$ cat src/rtl/sys_defs.sv
// Shared machine-wide defaults: register file sizes, rename width and the physical tag type.
package sys_defs;
  localparam int PHYS_REGS_DEF = 64;
  localparam int ARCH_REGS_DEF = 32;
  localparam int WAYS_DEF      = 2;
  localparam int TAGW_DEF      = $clog2(PHYS_REGS_DEF);

  typedef logic [TAGW_DEF-1:0] tag_t;
endpackage

$ cat src/rtl/popcount_compact.sv
// Free-way compaction: offset of each valid way among the valid ways below it, plus total count.
module popcount_compact #(
  parameter int WAYS = 2
) (
  input  logic [WAYS-1:0]                  valid_i,
  output logic [WAYS*$clog2(WAYS+1)-1:0]   offsets_o,
  output logic [$clog2(WAYS+1)-1:0]        count_o
);
  localparam int CW = $clog2(WAYS+1);

  always_comb begin
    logic [CW-1:0] run;
    run       = '0;
    offsets_o = '0;
    for (int k = 0; k < WAYS; k++) begin
      offsets_o[k*CW +: CW] = run;
      run = run + CW'(valid_i[k]);
    end
    count_o = run;
  end
endmodule

$ cat src/rtl/free_list_nway.sv
// N-way physical register free list (circular buffer) with optional head checkpointing.
// Checkpointing is built only when FREE_LIST_CKPT_EN is defined.
module free_list_nway
  import sys_defs::*;
#(
  parameter int PHYS_REGS = PHYS_REGS_DEF,
  parameter int ARCH_REGS = ARCH_REGS_DEF,
  parameter int WAYS      = WAYS_DEF
) (
  input  logic                                 clk,
  input  logic                                 reset,
  input  logic [$clog2(WAYS+1)-1:0]            alloc_cnt,
  output logic                                 alloc_grant,
  output logic [WAYS*$clog2(PHYS_REGS)-1:0]    alloc_tags,
  input  logic [WAYS-1:0]                      free_valid,
  input  logic [WAYS*$clog2(PHYS_REGS)-1:0]    free_tags,
  input  logic                                 ckpt_save,
  input  logic                                 ckpt_restore,
  output logic [$clog2(PHYS_REGS-ARCH_REGS+1)-1:0] free_count,
  output logic                                 overflow_err
);
  localparam int DEPTH = PHYS_REGS - ARCH_REGS;
  localparam int TAGW  = $clog2(PHYS_REGS);
  localparam int CNTW  = $clog2(DEPTH+1);
  localparam int ACW   = $clog2(WAYS+1);
  localparam int PTRW  = (DEPTH > 1) ? $clog2(DEPTH) : 1;
  localparam int SW    = CNTW + 1;
  localparam int SW1   = SW + 1;

  logic [TAGW-1:0]     buf_q [DEPTH];
  logic [PTRW-1:0]     head_q, head_d, tail_q, tail_d;
  logic [CNTW-1:0]     count_q, count_d;
  logic                ovf_q;
  logic [WAYS*ACW-1:0] offsets;
  logic [ACW-1:0]      pop_cnt;
  logic [SW-1:0]       granted, room, accepted;
  logic [WAYS-1:0]     accept;
  logic                restore_hold;

  // Pointer add modulo DEPTH; n never exceeds DEPTH so one subtraction suffices.
  function automatic logic [PTRW-1:0] ptr_add(input logic [PTRW-1:0] p, input logic [SW-1:0] n);
    logic [SW1-1:0] s;
    s = SW1'(p) + SW1'(n);
    if (s >= SW1'(DEPTH)) s = s - SW1'(DEPTH);
    return PTRW'(s);
  endfunction

  popcount_compact #(.WAYS(WAYS)) u_compact (
    .valid_i  (free_valid),
    .offsets_o(offsets),
    .count_o  (pop_cnt)
  );

`ifdef FREE_LIST_CKPT_EN
  logic [PTRW-1:0] snap_q;
  logic            snap_vld_q;
  logic [PTRW-1:0] snap_diff;
  assign restore_hold = ckpt_restore;
`else
  logic unused_ckpt;
  assign restore_hold = 1'b0;
  assign unused_ckpt  = ckpt_save | ckpt_restore;
`endif

  // Allocation handshake: alloc_cnt is the request, alloc_grant answers in the same cycle,
  // and the tags on alloc_tags are consumed at the clock edge only when granted.
  always_comb begin
    alloc_grant = (alloc_cnt != '0) && (SW'(alloc_cnt) <= SW'(count_q)) && !restore_hold;
    granted     = alloc_grant ? SW'(alloc_cnt) : '0;
    room        = SW'(DEPTH) - SW'(count_q) + granted;
    for (int k = 0; k < WAYS; k++)
      accept[k] = free_valid[k] && (SW'(offsets[k*ACW +: ACW]) < room);
    accepted    = (SW'(pop_cnt) > room) ? room : SW'(pop_cnt);
    head_d      = ptr_add(head_q, granted);
    tail_d      = ptr_add(tail_q, accepted);
    count_d     = CNTW'(SW'(count_q) - granted + accepted);
`ifdef FREE_LIST_CKPT_EN
    snap_diff   = ptr_add(tail_d, SW'(DEPTH) - SW'(snap_q));
    if (ckpt_restore && snap_vld_q) begin
      head_d  = snap_q;
      // Equal pointers are ambiguous: full unless nothing is left between head and tail.
      if (snap_diff == '0 && (SW'(count_q) + accepted) != '0) count_d = CNTW'(DEPTH);
      else                                                  count_d = CNTW'(snap_diff);
    end
`endif
  end

  always_comb begin
    alloc_tags = '0;
    for (int k = 0; k < WAYS; k++)
      alloc_tags[k*TAGW +: TAGW] = buf_q[ptr_add(head_q, SW'(k))];
  end

  always_ff @(posedge clk) begin
    if (reset) begin
      for (int i = 0; i < DEPTH; i++) buf_q[i] <= TAGW'(ARCH_REGS + i);
      head_q  <= '0;
      tail_q  <= '0;
      count_q <= CNTW'(DEPTH);
      ovf_q   <= 1'b0;
    end else begin
      for (int k = 0; k < WAYS; k++)
        if (accept[k])
          buf_q[ptr_add(tail_q, SW'(offsets[k*ACW +: ACW]))] <= free_tags[k*TAGW +: TAGW];
      head_q  <= head_d;
      tail_q  <= tail_d;
      count_q <= count_d;
      ovf_q   <= ovf_q | (SW'(pop_cnt) > room);
    end
  end

`ifdef FREE_LIST_CKPT_EN
  always_ff @(posedge clk) begin
    if (reset) begin
      snap_q     <= '0;
      snap_vld_q <= 1'b0;
    end else if (ckpt_save && !ckpt_restore) begin
      snap_q     <= head_d;
      snap_vld_q <= 1'b1;
    end
  end
`endif

  assign free_count   = count_q;
  assign overflow_err = ovf_q;
endmodule

$ cat config.mk
export PLATFORM = sky130hd
export DESIGN_NAME = free_list_nway
export DESIGN_NICKNAME = d
export VERILOG_FILES = /design/src/rtl/sys_defs.sv /design/src/rtl/popcount_compact.sv /design/src/rtl/free_list_nway.sv
export SDC_FILE = /design/constraint.sdc
export NUM_CORES = 1
export LEC_CHECK = 0
export ABC_AREA = 1
export BUFFER_PORTS_ARGS = -buffer_cell sky130_fd_sc_hd__buf_2
export CORE_MARGIN = 2
export CORE_UTILIZATION = 30
export DETAILED_ROUTE_END_ITERATION = 12
export HOLD_SLACK_MARGIN = 0.1
export SYNTH_ARGS = -nofsm -noshare
export SYNTH_HDL_FRONTEND = slang
export SYNTH_SLANG_ARGS = --single-unit
export TNS_END_PERCENT = 1
$ cat constraint.sdc
create_clock -name clk -period 9.3 [get_ports clk]
set_input_delay 1.86 -clock clk [delete_from_list [all_inputs] [get_ports clk]]
set_output_delay 1.86 -clock clk [all_outputs]
set_load 0.02 [all_outputs]
==> results.cfg, run 1 <==
[final_layout]
multi_input_area_um2 = 7261
antenna_cells = 0
seqCellArea_um2 = 6111
final_cells = 2537
fillCellCount = 4947
drive_gt1_frac = 0.08273
area_delta_synth_final_pct = 9.301
fin_nets = 1953

[worst_setup_path]
start_kind = input pin
cpPeakStageDelay_ns = 0.69
critPathMaxFanout = 5
cp.buffers_inverters = 6
cp.arrival_ns = 6.94
required_ns = 9.69
end_kind = flop
crit_family = adder cells
crit_type = input pin to flop
path_cells = buf_2, inv_1, ha_1, a2111oi_0, nor2_1, inv_1, ha_1, inv_1, fa_1, inv_1, ha_1, a21oi_1, a21oi_1, nand3_1, o21ai_0, inv_1, fa_1, ha_1, a21o_1, a31oi_1, o21bai_1, and2_1, o21bai_1, nand3_1
critical-path-slowest-cell = a2111oi_0
cp_common_cell = inv_1

[synth]
synth_ff_type = edfxtp_1
synth_commonest_cells = nand2_1, o21ai_0, nand3_1
ys_seq_elements = 209
yosysMostFrequentCell = nand2_1
synth-edff-count = 192
netlist.area_leader.share = 0.3936
yosysSeqAreaShare = 0.4168
yosysTopAreaCell = edfxtp_1
postSynthCellCount = 1963
synth_cell_types = 42
netlist_area_um2 = 14650
synth_warnings = 0
synthArstFlopShare = 0
synthTopCellsByArea = edfxtp_1, o21ai_0, nand2_1
syn_avg_cell_area_um2 = 7.463

[route]
wl_per_cell_um = 20.78
vias_per_cell = 5.628
antenna_left = 0
drc = 0
drt-initial-drc-count = 1840
first_pass_iters = 6
wl_mm = 52.73
vias = 14279

[die]
rows = 80
die_w_um = 225.0
die_h_um = 225.0
dieArea_um2 = 50610
core_area_um2 = 47950
start_util = 0.3055
pin_count = 40

[cts]
clk_pin_slew_worst_paths_ns = 0.06
cts_buffers = 27
cts-root-buf = clkbuf_16
hold_buffers = 0
clock_latency_ns = 0.54
htreeDepth = 1
cts_tree = yes
cts.sinks = 209
cts_setup_buffers = 0
clock_path_buffers = 3
post_cts_resized = 0

[grt]
grt_first_pass_wirelength_mm = 78.66
overflow = 0
grt_max_degree = 99
antenna_found_initial = 1
grt_pass1_vias = 13127
grt.total_usage = 0.2043

[timing]
final.setup.tns_ns = 0
finalHoldViolCount = 0
finalCritPeriodShare = 0.7040
fmax_mhz = 152.7
clock_skew_ns = 0.01620
hold_ws_ns = 0.4703
rsz0062_at_grt = no
period_minus_slack_ns = 6.547
finalSetupViolCount = 0
worst_pin_slew_ns = 1.285
drv_slew = 0
slew_headroom = 0.1401

[placed_design]
portBuffers = 37
place_hpwl_mm = 35.71
place_congestion = 0.9369
dp.cells = 2490

[pwr]
peakVddDrop_uv = 141.0
p_leak_nw = 6.241
power_density_nw_per_um2 = 245.4

[flow_run]
max_cap_violations = 0

[hold_path]
worstHoldPathType = flop to flop

[status]
status = finished, final reports clean
## report_power, final
group          switching, W  internal (W)
sequential         0.000110       0.00111
clock              0.000403      0.000636
combinational       0.00121      0.000466
## state kept, by name, indices dropped and copies added, names as in the netlist
name	count
buf_q	192
free_count	6
head_q	5
overflow_err	1
tail_q	5
## area by class of cell
| class | instances | share of cell area |
|---|---|---|
| multi-input cells | 1434 | 0.4535 |
| clock inverters | 17 | 0.01133 |
| inverters | 173 | 0.04071 |
| clock buffers | 30 | 0.04290 |
| repair buffers | 59 | 0.02188 |
| well taps | 615 | 0.04806 |
| flip-flops and latches | 209 | 0.3817 |
## worst register-to-register path, delay by kind of cell (launching register included)
kind / cells / cell delay [ns]
adders and majority gates: 6 / 2.05
AOI/OAI and AO/OA: 8 / 1.90
and+or+nand+nor: 4 / 0.62
buffers and inverters: 5 / 0.51
DFF: 1 / 0.40
## cells in the final DEF, fill, tap and decap left out, drive strengths merged
master,n
nor3,3
a2111oi,1
a21oi,146
bufinv,4
buf,59
nand4,12
nand3b,23
dfxtp,17
conb,4
clkinv,14
clkinvlp,2
clkbuf,30
xor2,9
edfxtp,192
inv,170
o21bai,3
o22ai,1
a31oi,12
nand2,374
a21o,1
a211oi,4
and2,1
nor2,158
ha,24
o21ai,332
fa,5
nand3,270
o211ai,51
## final timing paths
path / startpoint / cells past startpoint / end / slack, ns
max: alloc_cnt[0] / 24 / free_count[5]$_SDFF_PP1_ / 2.75
min: overflow_err$_SDFF_PP0_ / 2 / overflow_err$_SDFF_PP0_ / 0.47
max reg2reg: free_count[1]$_SDFF_PP0_ / 23 / free_count[5]$_SDFF_PP1_ / 3.69
min reg2reg: overflow_err$_SDFF_PP0_ / 2 / overflow_err$_SDFF_PP0_ / 0.47
## stage by stage
stage                       util  setup WS, ns  total power [W]  instance area, um2
after floorplan                -         2.995         0.002296               14660
after global placement    0.3158         2.302         0.002828               15140
after detailed placement  0.3158         2.257         0.002860               15140
after CTS                 0.3340         2.821         0.003894               16010
after global routing      0.3340         2.253         0.004138               16010
final                     0.3340         2.753         0.003930               16010
## layer usage
layer,global-route usage,share of wire,vias up,wire length [um]
met3,0.03038,0.10,187,5403
met4,0.09549,0.049,2,2591
met1,0.2756,0.41,6584,21590
met2,0.3226,0.44,850,23130
li1,-,-,6656,-
met5,0,0.00025,-,13
## logic make-up (layout without fill, tap and decap cells)
group / after synthesis / after routing / synth area share
and+or+nand+nor: 841 / 841 / 0.2602
other: 2 / 4 / 0.0005127
AOI/OAI and AO/OA: 551 / 551 / 0.1999
adders and majority gates: 29 / 29 / 0.02733
DFF: 209 / 209 / 0.4168
buffers and inverters: 322 / 279 / 0.08823
xor gates and xnor gates: 9 / 9 / 0.006919
(Power assumes the default switching activity.)
==> run 2, diff against run 1 <==
Settings changed: ABC_AREA 1 to 0.
Clock period 9.3 ns to 5.45 ns, I/O delays scaled along.
==> results.cfg, run 2 <==
[route]
antenna_left = 0
drc = 0
vias = 12566
drt-initial-drc-count = 2160
wl_mm = 55.89
vias_per_cell = 6.477
first_pass_iters = 8
wl_per_cell_um = 28.81

[grt]
grt_pass1_vias = 11746
grt_first_pass_wirelength_mm = 81.25
antenna_found_initial = 1
grt_max_degree = 100
overflow = 0
grt.total_usage = 0.2212

[timing]
hold_ws_ns = 0.4685
clock_skew_ns = 0.01125
drv_slew = 0
finalCritPeriodShare = 0.9062
worst_pin_slew_ns = 1.312
finalHoldViolCount = 0
period_minus_slack_ns = 4.939
rsz0062_at_grt = no
fmax_mhz = 202.5
slew_headroom = 0.1186
finalSetupViolCount = 0
final.setup.tns_ns = 0

[pwr]
power.internal_w = 0.003947
power_density_nw_per_um2 = 425.7
seqPwrFrac = 0.304
clkPwrFrac = 0.241
peakVddDrop_uv = 283.8
p_leak_nw = 4.705
p_comb_frac = 0.456
p_sw_w = 0.002956
power_switching_share = 0.4283

[die]
die_h_um = 222.9
dieArea_um2 = 49690
start_util = 0.3024
die_w_um = 222.9
pin_count = 40
rows = 80
core_area_um2 = 47550

[final_layout]
drive_gt1_frac = 0.2372
final_cells = 1940
fin_nets = 1355
final_common_cell = edfxtp_1
multi_input_area_um2 = 7602
largest_reg_flops = 192
area_delta_synth_final_pct = 12.79
final_cell_mix = edfxtp_1, mux4_2, nor3_1
fillCellCount = 4605
seqCellArea_um2 = 6113
top_register = buf_q

[synth]
synth_ff_type = edfxtp_1
synth_commonest_cells = edfxtp_1, nor3_1, mux4_2
synth-simple-area-share = 0.1515
synthArstFlopShare = 0
synthAdderAreaFrac = 0.02785
netlist_area_um2 = 14380
synth-edff-count = 192
ys_seq_elements = 209
postSynthCellCount = 1288
synth_compound_area_frac = 0.1305
synth_cell_types = 75
synth_xor_area_frac = 0.009138
yosysMostFrequentCell = edfxtp_1
yosysSeqAreaShare = 0.4247
synth_top_family_by_area = multiplexers
syn_avg_cell_area_um2 = 11.16
synthTopCellsByArea = edfxtp_1, mux4_2, a31oi_1
netlist.area_leader.share = 0.4010
synthMuxAreaShare = 0.2064
synth_warnings = 0
yosysTopAreaCell = edfxtp_1

[cts]
cts-root-buf = clkbuf_16
htreeDepth = 1
cts.sinks = 209
cts_tree = yes
cts_buffers = 26
cts_setup_buffers = 0
post_cts_resized = 0
clock_latency_ns = 0.55
clk_pin_slew_worst_paths_ns = 0.06
hold_buffers = 0
clock_path_buffers = 3

[worst_setup_path]
crit_type = input pin to flop
cp.arrival_ns = 5.37
start_kind = input pin
critPathMaxFanout = 3
required_ns = 5.88
end_kind = flop

[flow_run]
max_cap_violations = 0

[status]
status = finished, final reports clean

[placed_design]
dp.cells = 1893
place_hpwl_mm = 40.08
place_congestion = 1.007
portBuffers = 37

[hold_path]
worstHoldPathType = flop to flop
## run 2: logic make-up (layout without fill, tap and decap cells)
logic type / count (synthesis) / count (layout)
DFF: 209 / 209
and+or+nand+nor: 453 / 453
xor gates and xnor gates: 15 / 15
other: 2 / 5
muxes: 158 / 158
adders and majority gates: 29 / 29
buffers and inverters: 160 / 194
AOI/OAI and AO/OA: 262 / 262
## run 2: metal layers
layer / track usage / wire length [um]
met5: 0 / 0
met4: 0.1005 / 3107
met3: 0.06071 / 8123
met2: 0.3382 / 24320
met1: 0.2928 / 20340
## run 2: cell type report
| class | count | area share |
|---|---|---|
| Inverter | 31 | 0.007177 |
| Multi-Input combinational cell | 921 | 0.4689 |
| Antenna cell | 1 | 0.0001543 |
| Sequential cell | 209 | 0.3770 |
| Timing Repair Buffer | 117 | 0.05000 |
| Clock inverter | 11 | 0.005787 |
| Clock buffer | 35 | 0.04352 |
| Tap cell | 615 | 0.04746 |
## run 2: worst max-delay path, stage by stage
cell and delay [ns]:
buf_2 0.11, ha_1 0.29, nor2b_1 0.13, o21ai_0 0.26, nand2_1 0.14, ha_1 0.22
inv_1 0.08, fa_1 0.43, inv_1 0.09, ha_1 0.25, a221oi_2 0.30, mux2_2 0.40
fa_1 0.49, ha_1 0.29, a21o_1 0.16, a21oi_1 0.20, o21bai_1 0.08, a21oi_1 0.17
xnor2_1 0.13, nand2_1 0.06
## run 2: worst paths after layout
kind,depth (start not counted),to,startpoint,slack [ns]
setup reg to reg,20,free_count[5]$_SDFF_PP1_,free_count[1]$_SDFF_PP0_,0.60
hold reg to reg,2,overflow_err$_SDFF_PP0_,overflow_err$_SDFF_PP0_,0.47
hold / removal,2,overflow_err$_SDFF_PP0_,overflow_err$_SDFF_PP0_,0.47
setup / recovery,20,free_count[5]$_SDFF_PP1_,alloc_cnt[1],0.51
## run 2: power groups by stage
| stage | logic [W] | registers, W | clock network (W) |
|---|---|---|---|
| after global placement | 0.00300 | 0.00211 | 0 |
| after floorplan | 0.00201 | 0.00202 | 0 |
| after detailed placement | 0.00304 | 0.00212 | 0 |
| after global routing | 0.00328 | 0.00212 | 0.00172 |
| final | 0.00314 | 0.00210 | 0.00166 |
| after CTS | 0.00306 | 0.00209 | 0.00166 |
## run 2: stage by stage
stage | utilization | total power (W) | area [um2] | setup slack [ns]
after floorplan | - | 0.004027 | 14390 | 0.1240
after global placement | 0.3241 | 0.005112 | 15410 | -0.04365
after detailed placement | 0.3241 | 0.005165 | 15410 | -0.08266
after CTS | 0.3409 | 0.006809 | 16210 | 0.4873
after global routing | 0.3410 | 0.007107 | 16210 | 0.2262
final | 0.3410 | 0.006903 | 16210 | 0.5115
